==> src/rtl/cms_axis_trace_receiver.sv <==
// rtl/cms_axis_trace_receiver.sv - trace AXI-Stream receiver: buffers wide beats, serialises to OUT_WIDTH words, checks tlast framing
// Optional skid buffer for back-to-back beats is enabled by defining CMS_RX_SKID_EN.
module cms_axis_trace_receiver #(
  parameter int AXI_DATA_WIDTH = 1024,
  parameter int OUT_WIDTH      = 64,
  localparam int WORDS         = AXI_DATA_WIDTH / OUT_WIDTH,
  localparam int IDX_W         = (WORDS > 1) ? $clog2(WORDS) : 1
) (
  input  logic                      clk,
  input  logic                      rst_n,
  input  logic                      S_AXIS_tvalid,
  output logic                      S_AXIS_tready,
  input  logic [AXI_DATA_WIDTH-1:0] S_AXIS_tdata,
  input  logic                      S_AXIS_tlast,
  input  logic [31:0]               tlast_interval,
  output logic                      out_valid,
  input  logic                      out_ready,
  output logic [OUT_WIDTH-1:0]      out_data,
  output logic [IDX_W-1:0]          out_word_idx,
  output logic                      out_last,
  output logic [31:0]               beat_count,
  output logic [31:0]               packet_count,
  output logic                      framing_err,
  input  logic                      clr_err
);

  typedef enum logic {
    IDLE  = 1'b0,
    DRAIN = 1'b1
  } state_t;

  state_t state_q, state_d;

  logic [WORDS-1:0][OUT_WIDTH-1:0] buf_q;
  logic                            last_q;
  logic [IDX_W-1:0]                idx_q, idx_d;
  logic [31:0]                     beats_in_pkt;

  logic accept;
  logic last_word;
  logic load_active;
  logic load_skid;
  logic skid_to_active;
  logic set_err;
  logic [31:0] pkt_next;

`ifdef CMS_RX_SKID_EN
  logic [AXI_DATA_WIDTH-1:0] skid_q;
  logic                      skid_last_q;
  logic                      skid_full_q;
`endif

  assign last_word = (idx_q == IDX_W'(WORDS - 1));

  always_ff @(posedge clk or negedge rst_n) begin
    if (!rst_n) begin
      state_q <= IDLE;
    end else begin
      state_q <= state_d;
    end
  end

  always_comb begin
    state_d        = state_q;
    idx_d          = idx_q;
    S_AXIS_tready  = 1'b0;
    out_valid      = 1'b0;
    accept         = 1'b0;
    load_active    = 1'b0;
    load_skid      = 1'b0;
    skid_to_active = 1'b0;
    case (state_q)
      IDLE: begin
        S_AXIS_tready = 1'b1;
        accept        = S_AXIS_tvalid;
        if (accept) begin
          load_active = 1'b1;
          idx_d       = '0;
          state_d     = DRAIN;
        end
      end
      DRAIN: begin
        out_valid = 1'b1;
`ifdef CMS_RX_SKID_EN
        S_AXIS_tready = !skid_full_q;
`endif
        accept = S_AXIS_tvalid && S_AXIS_tready;
        if (out_ready && last_word) begin
          idx_d = '0;
`ifdef CMS_RX_SKID_EN
          // Refill the active buffer on the final-word edge so the next beat has no bubble.
          if (skid_full_q) begin
            skid_to_active = 1'b1;
          end else if (accept) begin
            load_active = 1'b1;
          end else begin
            state_d = IDLE;
          end
`else
          state_d = IDLE;
`endif
        end else begin
          if (out_ready) begin
            idx_d = idx_q + IDX_W'(1);
          end
`ifdef CMS_RX_SKID_EN
          load_skid = accept;
`endif
        end
      end
      default: state_d = IDLE;
    endcase
  end

  always_ff @(posedge clk or negedge rst_n) begin
    if (!rst_n) begin
      buf_q  <= '0;
      last_q <= 1'b0;
      idx_q  <= '0;
    end else begin
      idx_q <= idx_d;
      if (load_active) begin
        buf_q  <= S_AXIS_tdata;
        last_q <= S_AXIS_tlast;
`ifdef CMS_RX_SKID_EN
      end else if (skid_to_active) begin
        buf_q  <= skid_q;
        last_q <= skid_last_q;
`endif
      end
    end
  end

`ifdef CMS_RX_SKID_EN
  always_ff @(posedge clk or negedge rst_n) begin
    if (!rst_n) begin
      skid_q      <= '0;
      skid_last_q <= 1'b0;
      skid_full_q <= 1'b0;
    end else if (load_skid) begin
      skid_q      <= S_AXIS_tdata;
      skid_last_q <= S_AXIS_tlast;
      skid_full_q <= 1'b1;
    end else if (skid_to_active) begin
      skid_full_q <= 1'b0;
    end
  end
`endif

  assign out_data     = buf_q[idx_q];
  assign out_word_idx = idx_q;
  assign out_last     = out_valid && last_word && last_q;

  // A tlast arriving early or late, or a missing tlast at the boundary, both flag an error.
  assign pkt_next = beats_in_pkt + 32'd1;
  assign set_err  = accept && (tlast_interval != 32'd0) &&
                    (S_AXIS_tlast ? (pkt_next != tlast_interval) : (pkt_next == tlast_interval));

  always_ff @(posedge clk or negedge rst_n) begin
    if (!rst_n) begin
      beat_count   <= '0;
      packet_count <= '0;
      beats_in_pkt <= '0;
      framing_err  <= 1'b0;
    end else begin
      if (accept) begin
        beat_count <= beat_count + 32'd1;
        if (S_AXIS_tlast) begin
          packet_count <= packet_count + 32'd1;
          beats_in_pkt <= '0;
        end else begin
          beats_in_pkt <= pkt_next;
        end
      end
      if (set_err) begin
        framing_err <= 1'b1;
      end else if (clr_err) begin
        framing_err <= 1'b0;
      end
    end
  end

endmodule

==> config.mk <==
export PLATFORM = sky130hd
export DESIGN_NAME = cms_axis_trace_receiver
export DESIGN_NICKNAME = d
export VERILOG_FILES = /design/src/rtl/cms_axis_trace_receiver.sv
export SDC_FILE = /design/constraint.sdc
export NUM_CORES = 2
export LEC_CHECK = 0
export ABC_AREA = 1
export BUFFER_PORTS_ARGS = -buffer_cell sky130_fd_sc_hd__buf_2
export CORE_AREA = 10 10 452 454
export CTS_CLUSTER_DIAMETER = 80
export DETAILED_ROUTE_END_ITERATION = 10
export DIE_AREA = 0 0 462 464
export PLACE_DENSITY = 0.49
export SLEW_MARGIN = 20
export SYNTH_ARGS = -nofsm -noshare
export SYNTH_HDL_FRONTEND = slang
export SYNTH_SLANG_ARGS = --single-unit
export TNS_END_PERCENT = 5
==> constraint.sdc <==
create_clock -name clk -period 2 [get_ports clk]
set_input_delay 0.2 -clock clk [delete_from_list [all_inputs] [get_ports clk]]
set_output_delay 0.2 -clock clk [all_outputs]
set_load 0.005 [all_outputs]
==> impl_metrics.prom <==
# TYPE chip_impl_metric gauge
chip_impl_metric{name="num_rows",unit=""} 162
chip_impl_metric{name="leakage",unit="nW"} 41.5
chip_impl_metric{name="synthesis.area",unit="um^2"} 52800
chip_impl_metric{name="max_slew_margin",unit=""} 0.551
chip_impl_metric{name="die_h",unit="um"} 464
chip_impl_metric{name="average_size_of_a_mapped_cell",unit="um^2"} 7.68
chip_impl_metric{name="dr.pass1.iters",unit=""} 5
chip_impl_metric{name="synth_fp_nets",unit=""} 7935
chip_impl_info{name="layout.cells.most_common",value="sky130_fd_sc_hd__nand2_1"} 1
chip_impl_metric{name="detail_route.wirelength",unit="mm"} 289
chip_impl_metric{name="drive_gt1_frac",unit=""} 0.223
chip_impl_metric{name="postPlaceCellArea",unit="um^2"} 65100
chip_impl_metric{name="die_width",unit="um"} 462
chip_impl_metric{name="final_util",unit=""} 0.419
chip_impl_metric{name="crit_path_max_fanout",unit=""} 30
chip_impl_metric{name="yosysUniqueCellTypes",unit=""} 40
chip_impl_metric{name="fin_ws",unit="ns"} -1.15
chip_impl_metric{name="grt_overflow",unit=""} 0
chip_impl_metric{name="worstSkewPairLatency",unit="ns"} 0.78
chip_impl_metric{name="post_drt_wl_per_cell",unit="um"} 24.1
chip_impl_metric{name="number_of_antenna_violating_nets_in_the_routed_design",unit=""} 0
chip_impl_metric{name="pre_cts_ws",unit="ns"} -0.508
chip_impl_metric{name="num_vias",unit=""} 58200
chip_impl_metric{name="detailed_place_hpwl",unit="mm"} 215
chip_impl_metric{name="final_cell_area",unit="um^2"} 81600
chip_impl_info{name="tritoncts_clock_tree",value="yes"} 1
chip_impl_metric{name="max-vdd-ir-drop",unit="mV"} 0.746
chip_impl_info{name="most-common-layout-cells",value="3346 x sky130_fd_sc_hd__nand2_1, 1188 x sky130_fd_sc_hd__buf_2, 1122 x sky130_fd_sc_hd__dfrtp_1"} 1
chip_impl_info{name="worstSetupStartpointType",value="register"} 1
chip_impl_info{name="grt_setup_unrepaired",value="true"} 1
chip_impl_info{name="timing.critical_path.slowest_stage_cell",value="sky130_fd_sc_hd__dfrtp_4"} 1
chip_impl_metric{name="final_period_util",unit=""} 1.58
chip_impl_metric{name="cp.arrival",unit="ns"} 2.95
chip_impl_info{name="clk_root_buffer_cell",value="sky130_fd_sc_hd__clkbuf_16"} 1
chip_impl_metric{name="async_flop_share",unit=""} 1.00
chip_impl_metric{name="yosys_register_bits",unit=""} 1127
chip_impl_metric{name="core_region_area",unit="um^2"} 195000
chip_impl_info{name="violations",value="setup timing"} 1
chip_impl_metric{name="worst_endpoint_required_time",unit="ns"} 1.80
chip_impl_metric{name="synth.yosys.warnings",unit=""} 0
chip_impl_metric{name="fin_crit",unit="ns"} 3.15
chip_impl_info{name="run_status",value="finished, violations left"} 1
chip_impl_metric{name="drt_drc_violations_left",unit=""} 0
chip_impl_metric{name="io_pins",unit=""} 1198
chip_impl_metric{name="setup-violations-final",unit=""} 85
chip_impl_metric{name="area_growth",unit="%"} 54.6
chip_impl_metric{name="pin_count_of_the_biggest_net_entering_global_routing",unit=""} 135
chip_impl_metric{name="finalHoldViolations",unit=""} 0
chip_impl_metric{name="clock_tree.buffer_depth",unit=""} 3
chip_impl_metric{name="worst_path_largest_cell_delay",unit="ns"} 0.60
chip_impl_metric{name="grt_util_all_layers",unit=""} 0.259
chip_impl_metric{name="vias_per_cell",unit=""} 4.86
chip_impl_metric{name="power_per_cell_area",unit="nW/um^2"} 1460
chip_impl_metric{name="timing.fmax",unit="GHz"} 0.317
chip_impl_metric{name="htree_levels",unit=""} 4
chip_impl_metric{name="count_of_final_max_slew_check_failures",unit=""} 0
chip_impl_metric{name="drtIter0Drc",unit=""} 5266
chip_impl_info{name="worstPathCellList",value="buf_12 > buf_12 > buf_4 > nor2_1 > o221ai_1 > o211ai_1 > buf_4 > nand2_1 > buf_2"} 1
chip_impl_metric{name="finalWeightedCongestion",unit=""} 0.938
chip_impl_metric{name="grt_first_pass_wirelength",unit="mm"} 413
chip_impl_metric{name="seq_area_frac_synth",unit=""} 0.535
chip_impl_metric{name="synth-edff-count",unit=""} 0
chip_impl_info{name="holdCritPathClass",value="in -> reg"} 1
chip_impl_metric{name="cts.clk_slew.worst_paths",unit="ns"} 0.06
chip_impl_metric{name="place.port_buffers",unit=""} 1197
chip_impl_info{name="ys_dominant_reg_cell",value="sky130_fd_sc_hd__dfrtp_1"} 1
chip_impl_metric{name="fillers",unit=""} 19300
chip_impl_metric{name="grt_antenna_before_repair",unit=""} 55
chip_impl_info{name="worstSetupEndpointType",value="output port"} 1
chip_impl_metric{name="vias_in_the_first_global_route",unit=""} 60700
chip_impl_metric{name="initial_utilization",unit=""} 0.271
chip_impl_metric{name="drv_cap",unit=""} 0
chip_impl_metric{name="cts-buffers-inserted",unit=""} 142
chip_impl_metric{name="syn_inst",unit=""} 6869
chip_impl_metric{name="worst_clock_skew",unit="ns"} 0.0407
chip_impl_metric{name="worstMarginPinSlew",unit="ns"} 0.674
chip_impl_info{name="setup.worst_path.class",value="reg -> out"} 1
chip_impl_metric{name="nNetsFinal",unit=""} 10400
chip_impl_metric{name="die_area",unit="um^2"} 214000
chip_impl_metric{name="clock_sink_count",unit=""} 1127
logic make-up (layout without fill, tap and decap cells):
kind of cell / Yosys count / after routing / synth area share
buffers and inverters: 576 / 3110 / 0.0413
DFF: 1127 / 1127 / 0.535
AOI/OAI and AO/OA: 864 / 864 / 0.101
and+or+nand+nor: 4231 / 4231 / 0.311
xor gates and xnor gates: 67 / 67 / 0.0114
adders and majority gates: 4 / 4 / 0.000949
other: 0 / 36 / 0
critical path: cells and delay by family (launching register included):
kind | cells | cell delay (ns)
compound gates | 2 | 0.48
simple gates | 2 | 0.15
flops | 1 | 0.60
buf+inv | 5 | 0.91
synthesized netlist by cell type (14+ instances only):
library cell	count	share of area
sky130_fd_sc_hd__buf_2	14	0.0013
sky130_fd_sc_hd__clkbuf_1	421	0.030
sky130_fd_sc_hd__dfrtp_1	1127	0.53
sky130_fd_sc_hd__inv_1	121	0.0086
sky130_fd_sc_hd__nand2_1	3384	0.24
sky130_fd_sc_hd__nand3_1	165	0.016
sky130_fd_sc_hd__nand4_1	19	0.0023
sky130_fd_sc_hd__nor2_1	596	0.042
sky130_fd_sc_hd__nor3_1	21	0.0020
sky130_fd_sc_hd__o211ai_1	49	0.0070
sky130_fd_sc_hd__o21ai_0	529	0.050
sky130_fd_sc_hd__o221ai_1	207	0.034
sky130_fd_sc_hd__o22ai_1	69	0.0082
sky130_fd_sc_hd__xnor2_1	19	0.0032
sky130_fd_sc_hd__xor2_1	47	0.0078
what timing repair did:
item	CTS	global route
setup buffers	5	9
hold endpoints to repair	1965	0
endpoints found under the setup margin	162	464
gates resized for setup	98	181
cloned	6	7
hold buffers	1030	0
pin swaps	8	26
per-layer routing:
layer  vias to the layer above  part of all wire  GRT usage
li1                      26900                 -          -
met5                         -           0.00045          0
met4                        22             0.071      0.165
met2                      2633              0.45      0.406
met1                     27900              0.40      0.319
met3                       706             0.071     0.0580
path summary, 6_finish.rpt:
kind	end	depth (start not counted)	from	slack, ns
min	framing_err$_DFFE_PN0P_	9	tlast_interval[23]	0.08
min reg2reg	buf_q[884]$_DFFE_PN0P_	2	buf_q[884]$_DFFE_PN0P_	0.47
max reg2reg	framing_err$_DFFE_PN0P_	16	beats_in_pkt[0]$_DFFE_PN0P_	-0.25
max	out_data[14]	9	out_word_idx[0]$_DFFE_PN0P_	-1.15
min in group asynchronous	buf_q[317]$_DFFE_PN0P_	3	rst_n	0.28
max in group asynchronous	buf_q[483]$_DFFE_PN0P_	3	rst_n	0.97
registers in the layout, indices dropped and copies added (netlist names):
register,flops
buf_q,1024
beat_count,32
beats_in_pkt,32
packet_count,32
out_word_idx,4
framing_err,1
last_q,1
state_q,1
metrics by stage:
stage                     setup TNS [ns]  total power (W)  instances  hold slack, ns
after floorplan                        0           0.0610       6869         -0.0956
after global placement            -18.56           0.0871      10600           0.136
after detailed placement          -19.95           0.0875      10600           0.140
after CTS                         -71.15            0.118      11900         0.00582
after global routing              -84.04            0.127      12000           0.101
final                             -64.70            0.119      12000          0.0790
layout make-up:
class                      instances  area (um^2)  share of cell area
clock buffer                     204         4200              0.0515
timing repair inverter             1         11.3            0.000138
sequential                      1127        28200               0.346
inverter                         131          557             0.00682
multi-input combinational       5166        22900               0.281
antenna                           36         90.1             0.00110
timing repair buffer            2730        21900               0.268
clock inverter                    44          542             0.00664
tap                             2542         3180              0.0390
power breakdown:
part	total, W	internal, W	switching, W
Sequential	0.0397	0.0328	0.00689
Clock	0.0266	0.0159	0.0107
Combinational	0.0528	0.0214	0.0314
Note: power is estimated with default switching activity, not from simulation.
